$ cat config.mk
export PLATFORM = sky130hd
export DESIGN_NAME = led_panel_scan
export DESIGN_NICKNAME = d
export VERILOG_FILES = /design/src/rtl/led_panel_scan.sv
export SDC_FILE = /design/constraint.sdc
export NUM_CORES = 1
export LEC_CHECK = 0
export CELL_PAD_IN_SITES_DETAIL_PLACEMENT = 0
export CELL_PAD_IN_SITES_GLOBAL_PLACEMENT = 1
export CORE_MARGIN = 10
export CORE_UTILIZATION = 40
export CTS_CLUSTER_DIAMETER = 200
export DETAILED_ROUTE_END_ITERATION = 16
export DONT_BUFFER_PORTS = 1
export PLACE_DENSITY_LB_ADDON = 0.1
export SETUP_SLACK_MARGIN = 0.4
export SLEW_MARGIN = 25
export SYNTH_ARGS = -nofsm -noshare
export SYNTH_HDL_FRONTEND = slang
export SYNTH_SLANG_ARGS = --single-unit
$ cat constraint.sdc
create_clock -name clk -period 5.44 [get_ports clk]
set_input_delay 1.088 -clock clk [delete_from_list [all_inputs] [get_ports clk]]
set_output_delay 1.088 -clock clk [all_outputs]
set_load 0.02 [all_outputs]
$ cat src/rtl/led_panel_scan.sv
// led_panel_scan
// ----------------------------------------------------------------------------
// Scans the 64x64 monochrome frame held by the renderer onto a HUB75-style
// 1/32-scan LED panel. Every row pass reads row pair (y, y+32) column by
// column, shifts the two bits out on panel_r1/panel_r2 with a divided shift
// clock, blanks, latches, points panel_addr at the new row and lights it for
// a fixed on-time.
//
// Ports:
//   clk, rst_n       system clock, asynchronous active-low reset
//   enable           scan enable (sampled in IDLE and on the last DISPLAY cycle)
//   pix_rd_en        one-cycle read strobe towards the renderer
//   pix_x, pix_row   column / row pair being read
//   pix_top, pix_bot pixel data, valid the cycle after pix_rd_en
//   panel_clk        panel shift clock
//   panel_r1/r2      upper / lower half serial data
//   panel_lat        panel latch
//   panel_oe_n       panel output enable, active low
//   panel_addr       row pair currently displayed
//   frame_start      one-cycle pulse on the first shift cycle of row 0
//   busy             high whenever the scanner is not idle
// ----------------------------------------------------------------------------
module led_panel_scan #(
    parameter int COLS       = 64,
    parameter int ROW_AW     = 5,
    parameter int CLK_DIV    = 2,
    parameter int LAT_CYCLES = 1,
    parameter int ON_CYCLES  = 64
) (
    input  logic              clk,
    input  logic              rst_n,
    input  logic              enable,
    output logic              pix_rd_en,
    output logic [5:0]        pix_x,
    output logic [ROW_AW-1:0] pix_row,
    input  logic              pix_top,
    input  logic              pix_bot,
    output logic              panel_clk,
    output logic              panel_r1,
    output logic              panel_r2,
    output logic              panel_lat,
    output logic              panel_oe_n,
    output logic [ROW_AW-1:0] panel_addr,
    output logic              frame_start,
    output logic              busy
);

    // Phase counter spans one full panel_clk period: CLK_DIV low then CLK_DIV high.
    localparam int PH_W    = $clog2(2 * CLK_DIV);
    localparam int CNT_MAX = (ON_CYCLES > LAT_CYCLES) ? ON_CYCLES : LAT_CYCLES;
    localparam int CNT_W   = $clog2(CNT_MAX + 1);

    localparam logic [PH_W-1:0]  PH_LAST  = PH_W'(2 * CLK_DIV - 1);
    localparam logic [PH_W-1:0]  PH_HIGH  = PH_W'(CLK_DIV);
    localparam logic [PH_W-1:0]  PH_READ  = PH_W'(0);
    localparam logic [PH_W-1:0]  PH_CAP   = PH_W'(1);
    localparam logic [5:0]       LAST_COL = 6'(COLS - 1);
    localparam logic [CNT_W-1:0] LAT_LAST = CNT_W'(LAT_CYCLES - 1);
    localparam logic [CNT_W-1:0] ON_LAST  = CNT_W'(ON_CYCLES - 1);

    typedef enum logic [2:0] {
        IDLE,
        SHIFT,
        BLANK,
        LATCH,
        DISPLAY
    } state_t;

    state_t             state_q, state_d;
    logic [ROW_AW-1:0]  row_q, row_d;
    logic [5:0]         col_q, col_d;
    logic [PH_W-1:0]    phase_q, phase_d;
    logic [CNT_W-1:0]   cnt_q, cnt_d;
    logic [ROW_AW-1:0]  addr_q, addr_d;
    logic               r1_q, r1_d;
    logic               r2_q, r2_d;

    // State and datapath registers.
    always_ff @(posedge clk or negedge rst_n) begin
        if (!rst_n) begin
            state_q <= IDLE;
            row_q   <= '0;
            col_q   <= '0;
            phase_q <= '0;
            cnt_q   <= '0;
            addr_q  <= '0;
            r1_q    <= 1'b0;
            r2_q    <= 1'b0;
        end else begin
            state_q <= state_d;
            row_q   <= row_d;
            col_q   <= col_d;
            phase_q <= phase_d;
            cnt_q   <= cnt_d;
            addr_q  <= addr_d;
            r1_q    <= r1_d;
            r2_q    <= r2_d;
        end
    end

    // Next-state logic. The column counter is left on the last column after a
    // shift and the row counter is only advanced when another row follows, so
    // pix_x/pix_row (driven straight from them) change only on a read cycle.
    always_comb begin
        state_d = state_q;
        row_d   = row_q;
        col_d   = col_q;
        phase_d = phase_q;
        cnt_d   = cnt_q;
        addr_d  = addr_q;
        r1_d    = r1_q;
        r2_d    = r2_q;

        unique case (state_q)
            IDLE: begin
                if (enable) begin
                    state_d = SHIFT;
                    row_d   = '0;
                    col_d   = '0;
                    phase_d = '0;
                end
            end

            SHIFT: begin
                // Renderer answers the read one cycle later; capture it then.
                if (phase_q == PH_CAP) begin
                    r1_d = pix_top;
                    r2_d = pix_bot;
                end
                if (phase_q == PH_LAST) begin
                    phase_d = '0;
                    if (col_q == LAST_COL) begin
                        state_d = BLANK;
                    end else begin
                        col_d = col_q + 6'd1;
                    end
                end else begin
                    phase_d = phase_q + 1'b1;
                end
            end

            BLANK: begin
                addr_d  = row_q;
                cnt_d   = '0;
                state_d = LATCH;
            end

            LATCH: begin
                if (cnt_q == LAT_LAST) begin
                    cnt_d   = '0;
                    state_d = DISPLAY;
                end else begin
                    cnt_d = cnt_q + 1'b1;
                end
            end

            DISPLAY: begin
                if (cnt_q == ON_LAST) begin
                    cnt_d = '0;
                    if (enable) begin
                        state_d = SHIFT;
                        row_d   = row_q + 1'b1;
                        col_d   = '0;
                        phase_d = '0;
                    end else begin
                        state_d = IDLE;
                    end
                end else begin
                    cnt_d = cnt_q + 1'b1;
                end
            end

            default: begin
                state_d = IDLE;
            end
        endcase
    end

    // Panel and pixel-bus outputs decode directly from registered state, so an
    // asynchronous reset forces them to their idle values immediately.
    assign pix_rd_en   = (state_q == SHIFT) && (phase_q == PH_READ);
    assign pix_x       = col_q;
    assign pix_row     = row_q;
    assign panel_clk   = (state_q == SHIFT) && (phase_q >= PH_HIGH);
    assign panel_r1    = r1_q;
    assign panel_r2    = r2_q;
    assign panel_lat   = (state_q == LATCH);
    assign panel_oe_n  = (state_q != DISPLAY);
    assign panel_addr  = addr_q;
    assign frame_start = (state_q == SHIFT) && (row_q == '0) && (col_q == 6'd0)
                         && (phase_q == PH_READ);
    assign busy        = (state_q != IDLE);

endmodule

# ---- Word level (Yosys, flattened, before mapping)
# Cells that the tools add are included.
dict set report totals {
  register_bits 30
  in_bits 5
  output_inout_bits 24
  wordCells 71
}
dict set report op_classes {
  n_addsub 4
  magnitude_cmp 1
  n_eq_ne 16
  n_mux 23
  n_reduce_logical 19
}
# operator n
set ops {}
lappend ops {{6-bit two-way mux} 4}
lappend ops {{7-bit case mux with 3 select lines} 1}
lappend ops {{6-bit case mux with 3 select lines} 1}
lappend ops {{3-bit two-way mux} 5}
lappend ops {{5-bit two-way mux} 3}
lappend ops {{3-bit case mux with 5 select lines} 1}
lappend ops {{7-bit two-way mux} 2}
lappend ops {{2-bit != test (second input constant)} 6}
lappend ops {{5-bit case mux with 2 select lines} 1}
lappend ops {{3-bit nonzero test} 3}
lappend ops {{4-bit AND reduction} 2}
lappend ops {{7-bit by 1-bit adder with 7-bit output (second input constant)} 1}
lappend ops {{7-bit by 6-bit == test with 1-bit output (second input constant)} 1}
lappend ops {{7-bit zero test} 1}
lappend ops {{6-bit by 1-bit adder with 6-bit output (second input constant)} 1}
lappend ops {{3-bit by 2-bit == test with 1-bit output (second input constant)} 2}
lappend ops {{6-bit == test (second input constant)} 1}
lappend ops {{6-bit zero test} 1}
lappend ops {{2-bit two-way mux} 3}
lappend ops {{2-bit case mux with 3 select lines} 1}
lappend ops {{5-bit by 1-bit adder with 5-bit output (second input constant)} 1}
lappend ops {{1-bit logical AND} 5}
lappend ops {{5-bit zero test} 1}
lappend ops {{5-bit AND reduction} 1}
lappend ops {{13 further kinds} 14}

# ---- Depth between registers and ports, before layout
# Gate-level depths: netlist (run 1).
dict set report depth {
  word_depth 4
  depth_mapped 7
  mapped_depth_nobuf 6
}

# ---- Worst setup path before layout (run 1)
# OpenSTA, ideal clock, no wires.
dict set report synth_path {
  path_type {register to output}
  start {reg state_q[1]}
  end {out frame_start}
  arrival_time_ns 1.911
  required_time_ns 4.352
  slack_ns 2.441
  path_stages_with_launch 6
  path_buffers 1
  path_cell_list {dfrtp_1 > buf_2 > nor3b_1 > and2_1 > nand4_1 > nor4_1}
}
dict set report synth_via {
  elab_chain_cells 4
}
# item line_no
set synth_lines {}
lappend synth_lines {{start, declared} 69} ;# state_t state_q, state_d;
lappend synth_lines {{start signal, assigned} 90} ;# state_q <= state_d;
lappend synth_lines {{3-bit by 1-bit == test with 1-bit output} 190} ;# assign frame_start = (state_q == SHIFT) && (row_q == '0) && (col_q == 6'd0)
lappend synth_lines {{1-bit logical AND (2 in a row)} 190}
lappend synth_lines {{1-bit logical AND} 191} ;# && (phase_q == PH_READ);
lappend synth_lines {{end, declared} 44} ;# output logic frame_start,
# No other way between the ends.

# ---- Worst setup path after layout (run 1)
dict set report layout_path {
  start {reg state_q[0]}
  end {out frame_start}
}
# The elaborated chain is that of the path after synthesis.

==> results.yml, run 1 <==
outcome:
  outcome: "completed"
yosys:
  postSynthAreaPerCell_um2: 9.52
  synth_compound_area_share_pct: 18.7
  ys_seq_area_share_pct: 43.3
  synth_cell_type_count: 43
  syn_nets: 197
  yosysTopAreaCell: "dfrtp_1"
  netlist_instances: 182
  synth_top_family_by_area: "simple AND/OR/NAND/NOR gates"
  synth.area.top_cells: "dfrtp_1 43%, ha_1 7.2%, o21ai_0 4.6%"
  yosys_warnings: 0
  async_flop_share_pct: 100
  synth-seq-cells: 30
  synth-simple-area-share_pct: 20.4
  synthAdderAreaFrac_pct: 7.22
  synth_mux_area_share_pct: 5.13
  synth_edf_count: 0
  syn_area_um2: 1730
  synth_top_area_share_pct: 43.3
  ys.flop_type: "dfrtp_1"
  synthXorXnorAreaFrac_pct: 0
pwr:
  power.clock.fraction_pct: 44.8
  p_sw_mw: 0.0867
  finalPower_mw: 0.414
  power_leakage_nw: 0.817
  p_per_area_nw_per_um2: 222
  pwr-share-seq_pct: 54.8
  internal-power_mw: 0.327
  peakVddDrop_mv: 0.0942
  combPwrFrac_pct: 0.4
  switching_share_pct: 20.9
worst_setup_path:
  end_kind: "primary output"
  rr_worst_depth: 5
  cp_slowest_cell: "nor4_1"
  path_buf_inv: 1
  crit_type: "reg -> out"
  reg2reg_slack_ns: 3.44
  required_ns: 4.35
  crit_path_cell_trace: "nor3b_1, buf_4, and2_1, nand4_1, nor4_1"
  cp-start-kind: "register"
  timing.rr.end: "pix_row[2]$_DFFE_PN0P_"
  critical-path-top-delay-family: "simple AND/OR/NAND/NOR gates"
  worstReg2RegStart: "cnt_q[0]$_DFFE_PN0P_"
  max_stage_delay_ns: 0.76
  path_max_fanout: 13
  cp.arrival_ns: 2.44
cts:
  cts_setup_buffers: 0
  cts_buffer_depth: 2
  ctsResizeCount: 0
  clkTransAtPathRegs_ns: 0.07
  ctsHoldBuffers: 0
  clock-root-buffer: "clkbuf_8"
  numCtsBuffers: 5
  clock_latency_ns: 0.28
  cts_tree: "built"
  cts.htree.levels: 2
  cts.sinks: 30
cells_and_area:
  fin_nets: 200
  final_cells: 236
  drive_above_1_share_pct: 10.2
  antennaDiodeCount: 0
  area_growth_pct: 7.80
  stdcell_area_um2: 1870
routing:
  drtPass1Iterations: 4
  wl_met2_um: 1850
  wl_met1_um: 1840
  wl_met3_um: 301
  wl_um: 4020
  highest_layer: "met4"
  vias_per_cell: 5.78
  drt_iter0_drc: 109
  vias: 1365
  ant_nets: 0
  wl_per_cell_um: 17.0
  drc: 0
grt:
  grt_max_degree: 31
  grt_pass1_vias: 1320
  grt_first_pass_wirelength_um: 6790
  grt-ovfl-total: 0
  antenna_found_initial: 0
  grt_usage_pct: 11.2
floorplanning:
  core_um2: 4090
  ioPinCount: 29
  rows: 23
  die_x_um: 85.8
  die_h_um: 85.8
  initial_core_util_pct: 42.4
  die_area_um2: 7370
sta:
  setup_viol: 0
  slew_viol_final: 0
  fin_crit_sh_pct: 64.9
  skew_ns: 0.0102
  grt_setup_unrepaired: "false"
  max_freq_mhz: 283
  tightest_slew_ns: 0.978
  maxSlewHeadroom_pct: 34.2
  period_minus_slack_ns: 3.53
  final.setup.tns_ns: 0
  hold_violations: 0
run:
  cap_viol_max_count: 0
place:
  gp_congestion: 0.852
  placed_cells: 228
  hpwlAfterDp_um: 2930
  io_buffer_count: 0
  placed_cell_area_um2: 1780
worst_hold_path:
  hold_class: "in -> async"
-- layer usage --
layer | vias to the layer above | GRT usage [%]
met5 | - | 0
met4 | 0 | 3.29
met3 | 5 | 5.49
met2 | 31 | 17.4
met1 | 659 | 13.4
li1 | 670 | -
-- worst max-delay path by stage --
stage,cells after the start,slack (ns),from,end
2_1_floorplan,5,2.44,state_q[1]$_DFFE_PN0P_,frame_start
3_3_place_gp,5,2.20,state_q[1]$_DFFE_PN0P_,frame_start
3_5_place_dp,5,2.17,state_q[1]$_DFFE_PN0P_,frame_start
4_1_cts,5,1.87,state_q[0]$_DFFE_PN0P_,frame_start
5_1_grt,5,1.70,state_q[1]$_DFFE_PN0P_,frame_start
6_report,5,1.91,state_q[0]$_DFFE_PN0P_,frame_start
-- cells in the mapped netlist, types with 2 or more instances --
master and count:
or3_1 5, nand2_1 13, o21a_1 2, ha_1 10
nor4_1 3, nand4_1 5, a31oi_1 2, a22oi_1 2
nand3_1 6, a21o_1 2, and2_1 4, o21ai_0 16
dfrtp_1 30, nor3b_1 2, o211ai_1 4, nor2b_1 2
nand3b_1 2, a22o_1 2, nor3_1 2, mux2_2 7
nor2_1 11, a21oi_1 8, o22ai_1 3, nor3b_2 2
inv_1 17, buf_2 3
-- through the flow --
stage	hold slack (ns)	worst slack (ns)	utilization, %
after global routing	0.478	1.70	45.7
after detailed placement	0.525	2.17	43.5
after floorplan	0.490	2.44	-
after global placement	0.516	2.20	43.5
after CTS	0.484	1.87	45.7
final	0.494	1.91	45.7
-- placed cells by master (no fill, tap or decap), types with 2 or more instances in the layout --
| master | count |
|---|---|
| clkbuf_8 | 6 |
| inv_1 | 17 |
| mux2_2 | 7 |
| nor3b_1 | 2 |
| and2_1 | 4 |
| o22ai_1 | 3 |
| a22o_1 | 2 |
| nand3b_1 | 2 |
| nand2_1 | 13 |
| o211ai_1 | 4 |
| a31oi_1 | 2 |
| nor4_1 | 3 |
| nand4_1 | 5 |
| ha_1 | 10 |
| dfrtp_1 | 30 |
| nor3b_2 | 2 |
| a21oi_1 | 8 |
| o21a_1 | 2 |
| nor2_1 | 11 |
| nand3_1 | 6 |
| a21o_1 | 2 |
| nor3_1 | 2 |
| nor2b_1 | 2 |
| a22oi_1 | 2 |
| o21ai_0 | 16 |
| or3_1 | 5 |
-- power by group through the flow --
stage               logic [mW]  registers (mW)  clock network (mW)
floorplan              0.00137           0.231                   0
global placement       0.00148           0.231                   0
detailed placement     0.00147           0.231                   0
CTS                    0.00148           0.227               0.190
global route           0.00176           0.227               0.201
finish                 0.00147           0.227               0.185
-- cell families after synthesis --
family	Yosys count
mux	8
buf+inv	22
compound gates	50
flops	30
simple gates	62
fa+ha+maj	10
-- flip-flops by register name (all words and copies together) (netlist names) --
name / count
panel_addr: 5
phase_q: 2
cnt_q: 7
panel_r1: 1
pix_row: 5
state_q: 3
panel_r2: 1
pix_x: 6
-- layout make-up --
type | instances | area (um2)
clock buffer | 7 | 86.3
multi-input combinational | 130 | 892
tap | 50 | 62.6
fill | 401 | 2220
clock inverter | 1 | 5.00
timing repair buffer | 1 | 7.51
inverter | 17 | 63.8
sequential | 30 | 751
Power figures use the tool's default switching activity.
==> run 2, diff against run 1 <==
--- a/config.mk
+++ b/config.mk
@@ -5,6 +5,7 @@
 export SDC_FILE = /design/constraint.sdc
 export NUM_CORES = 1
 export LEC_CHECK = 0
+export ABC_AREA = 1
 export CELL_PAD_IN_SITES_DETAIL_PLACEMENT = 0
 export CELL_PAD_IN_SITES_GLOBAL_PLACEMENT = 1
 export CORE_MARGIN = 10
==> constraint.sdc (replaced) <==
create_clock -name clk -period 3.1 [get_ports clk]
set_input_delay 0.62 -clock clk [delete_from_list [all_inputs] [get_ports clk]]
set_output_delay 0.62 -clock clk [all_outputs]
set_load 0.02 [all_outputs]
==> results.yml, run 2 <==
grt:
  grt_first_pass_wirelength_um: 7110
  grt-ovfl-total: 0
  grt_max_degree: 31
  grt_usage_pct: 11.6
  grt_pass1_vias: 1452
  antenna_found_initial: 0
worst_setup_path:
  required_ns: 2.48
  path_max_fanout: 5
  crit_type: "reg -> out"
  timing.rr.end: "pix_x[4]$_DFFE_PN0P_"
  end_kind: "primary output"
  critPathCapture: "frame_start"
  worstReg2RegStart: "pix_x[0]$_DFFE_PN0P_"
  rr_worst_depth: 7
  cp.arrival_ns: 1.68
  cp-start-kind: "register"
  critPathLaunch: "pix_x[0]$_DFFE_PN0P_"
  reg2reg_slack_ns: 1.48
cells_and_area:
  fin_nets: 248
  final_util_pct: 44.9
  fillerInstances: 460
  antennaDiodeCount: 0
  area_growth_pct: 7.66
  largest_reg_flops: 7
  regMostFlops: "cnt_q"
  final_cell_mix: "54 x nand2_1, 30 x dfrtp_1, 26 x inv_1, 25 x nand3_1, 21 x nor2_1"
  layout_commonest_cell: "nand2_1"
  drive_above_1_share_pct: 13.2
run:
  cap_viol_max_count: 0
routing:
  ant_nets: 0
  drc: 0
  vias: 1417
  drtPass1Iterations: 4
  drt_iter0_drc: 77
  highest_layer: "met4"
  wl_met2_um: 1860
  wl_met3_um: 292
  wl_met1_um: 1830
  vias_per_cell: 4.95
  wl_um: 4050
  wl_per_cell_um: 14.2
place:
  io_buffer_count: 0
  gp_congestion: 0.804
  hpwlAfterDp_um: 3140
cts:
  cts.sinks: 30
  clock_latency_ns: 0.28
  clkTransAtPathRegs_ns: 0.07
  ctsHoldBuffers: 0
  ctsResizeCount: 0
  cts.htree.levels: 2
  cts_tree: "built"
  cts_buffer_depth: 2
  numCtsBuffers: 5
  clock-root-buffer: "clkbuf_8"
  cts_setup_buffers: 0
yosys:
  postSynthAreaPerCell_um2: 8.03
  netlist_instances: 228
  yosysTopAreaCell: "dfrtp_1"
  yosys_warnings: 0
  syn_area_um2: 1830
  async_flop_share_pct: 100
  synth_top_area_share_pct: 41.0
  ys_seq_area_share_pct: 41.0
  synth.area.top_cells: "dfrtp_1 41%, nand2_1 11%, ha_1 6.8%"
  syn_nets: 243
  ys.flop_type: "dfrtp_1"
  synth_edf_count: 0
  synth.most_common_cell: "nand2_1"
  synthTopCellsByCount: "54 x nand2_1, 30 x dfrtp_1, 26 x inv_1"
  synth_cell_type_count: 30
  synth-seq-cells: 30
floorplanning:
  rows: 24
  die_x_um: 87.7
  ioPinCount: 29
  initial_core_util_pct: 41.8
  core_um2: 4380
  die_area_um2: 7680
  die_h_um: 87.7
sta:
  tightest_slew_ns: 0.411
  setup_viol: 0
  period_minus_slack_ns: 2.30
  final.setup.tns_ns: 0
  skew_ns: 0.00548
  max_freq_mhz: 434
  maxSlewHeadroom_pct: 72.5
  hold_violations: 0
  slew_viol_final: 0
  grt_setup_unrepaired: "false"
  fin_crit_sh_pct: 74.3
outcome:
  outcome: "completed"
pwr:
  p_per_area_nw_per_um2: 755
  peakVddDrop_mv: 0.243
  power_leakage_nw: 0.968
worst_hold_path:
  hold_class: "in -> async"
[run 2: worst min-delay path by stage]
stage               start  slack, ns                   end
floorplan           rst_n       0.32  cnt_q[0]$_DFFE_PN0P_
global placement    rst_n       0.33  panel_r1$_DFFE_PN0P_
detailed placement  rst_n       0.33  panel_r2$_DFFE_PN0P_
CTS                 rst_n       0.01  cnt_q[5]$_DFFE_PN0P_
global route        rst_n      0.006  cnt_q[5]$_DFFE_PN0P_
finish              rst_n       0.02  pix_x[3]$_DFFE_PN0P_
[run 2: cell type report]
type	instances	area (um2)	area share [%]
clock buffers	7	86.3	4.38
clock inverters	1	5.00	0.254
inverters	30	123	6.22
multi-input cells	165	933	47.4
flip-flops and latches	30	751	38.1
well taps	52	65.1	3.30
repair buffers	1	7.51	0.381
[run 2: cells by family after synthesis]
group / after synthesis / share of synthesized area, %
compound gates: 24 / 6.97
flops: 30 / 41.0
xor+xnor: 7 / 3.35
simple gates: 124 / 33.8
fa+ha+maj: 10 / 6.84
buf+inv: 33 / 8.00
[run 2: metal layers]
metal	global-route usage [%]	vias to the layer above
met1	14.1	650
li1	-	732
met2	18.3	29
met4	4.35	0
met5	0	-
met3	4.55	6
[run 2: power breakdown]
group,switching [mW],internal (mW),total (mW)
Clock,0.150,0.179,0.329
Sequential,0.121,0.455,0.576
Combinational,0.397,0.186,0.583
[run 2: critical path: stages (launching register included)]
cell	delay (ns)
dfrtp_1	0.50
inv_1	0.12
ha_1	0.15
inv_1	0.04
nor2_1	0.11
nand4_1	0.09
nor4_1	0.20
buf_4	0.19
[run 2: metrics by stage]
stage               hold WS, ns  instance area, um2  worst slack (ns)  cells  total power [mW]
global route            0.00572                1970             0.663    286              1.63
detailed placement        0.325                1880              1.07    278              1.18
floorplan                 0.324                1830             0.967    228              1.05
CTS                     0.00998                1970             0.753    286              1.52
finish                   0.0250                1970             0.798    286              1.49
global placement          0.326                1880              1.14    278              1.17
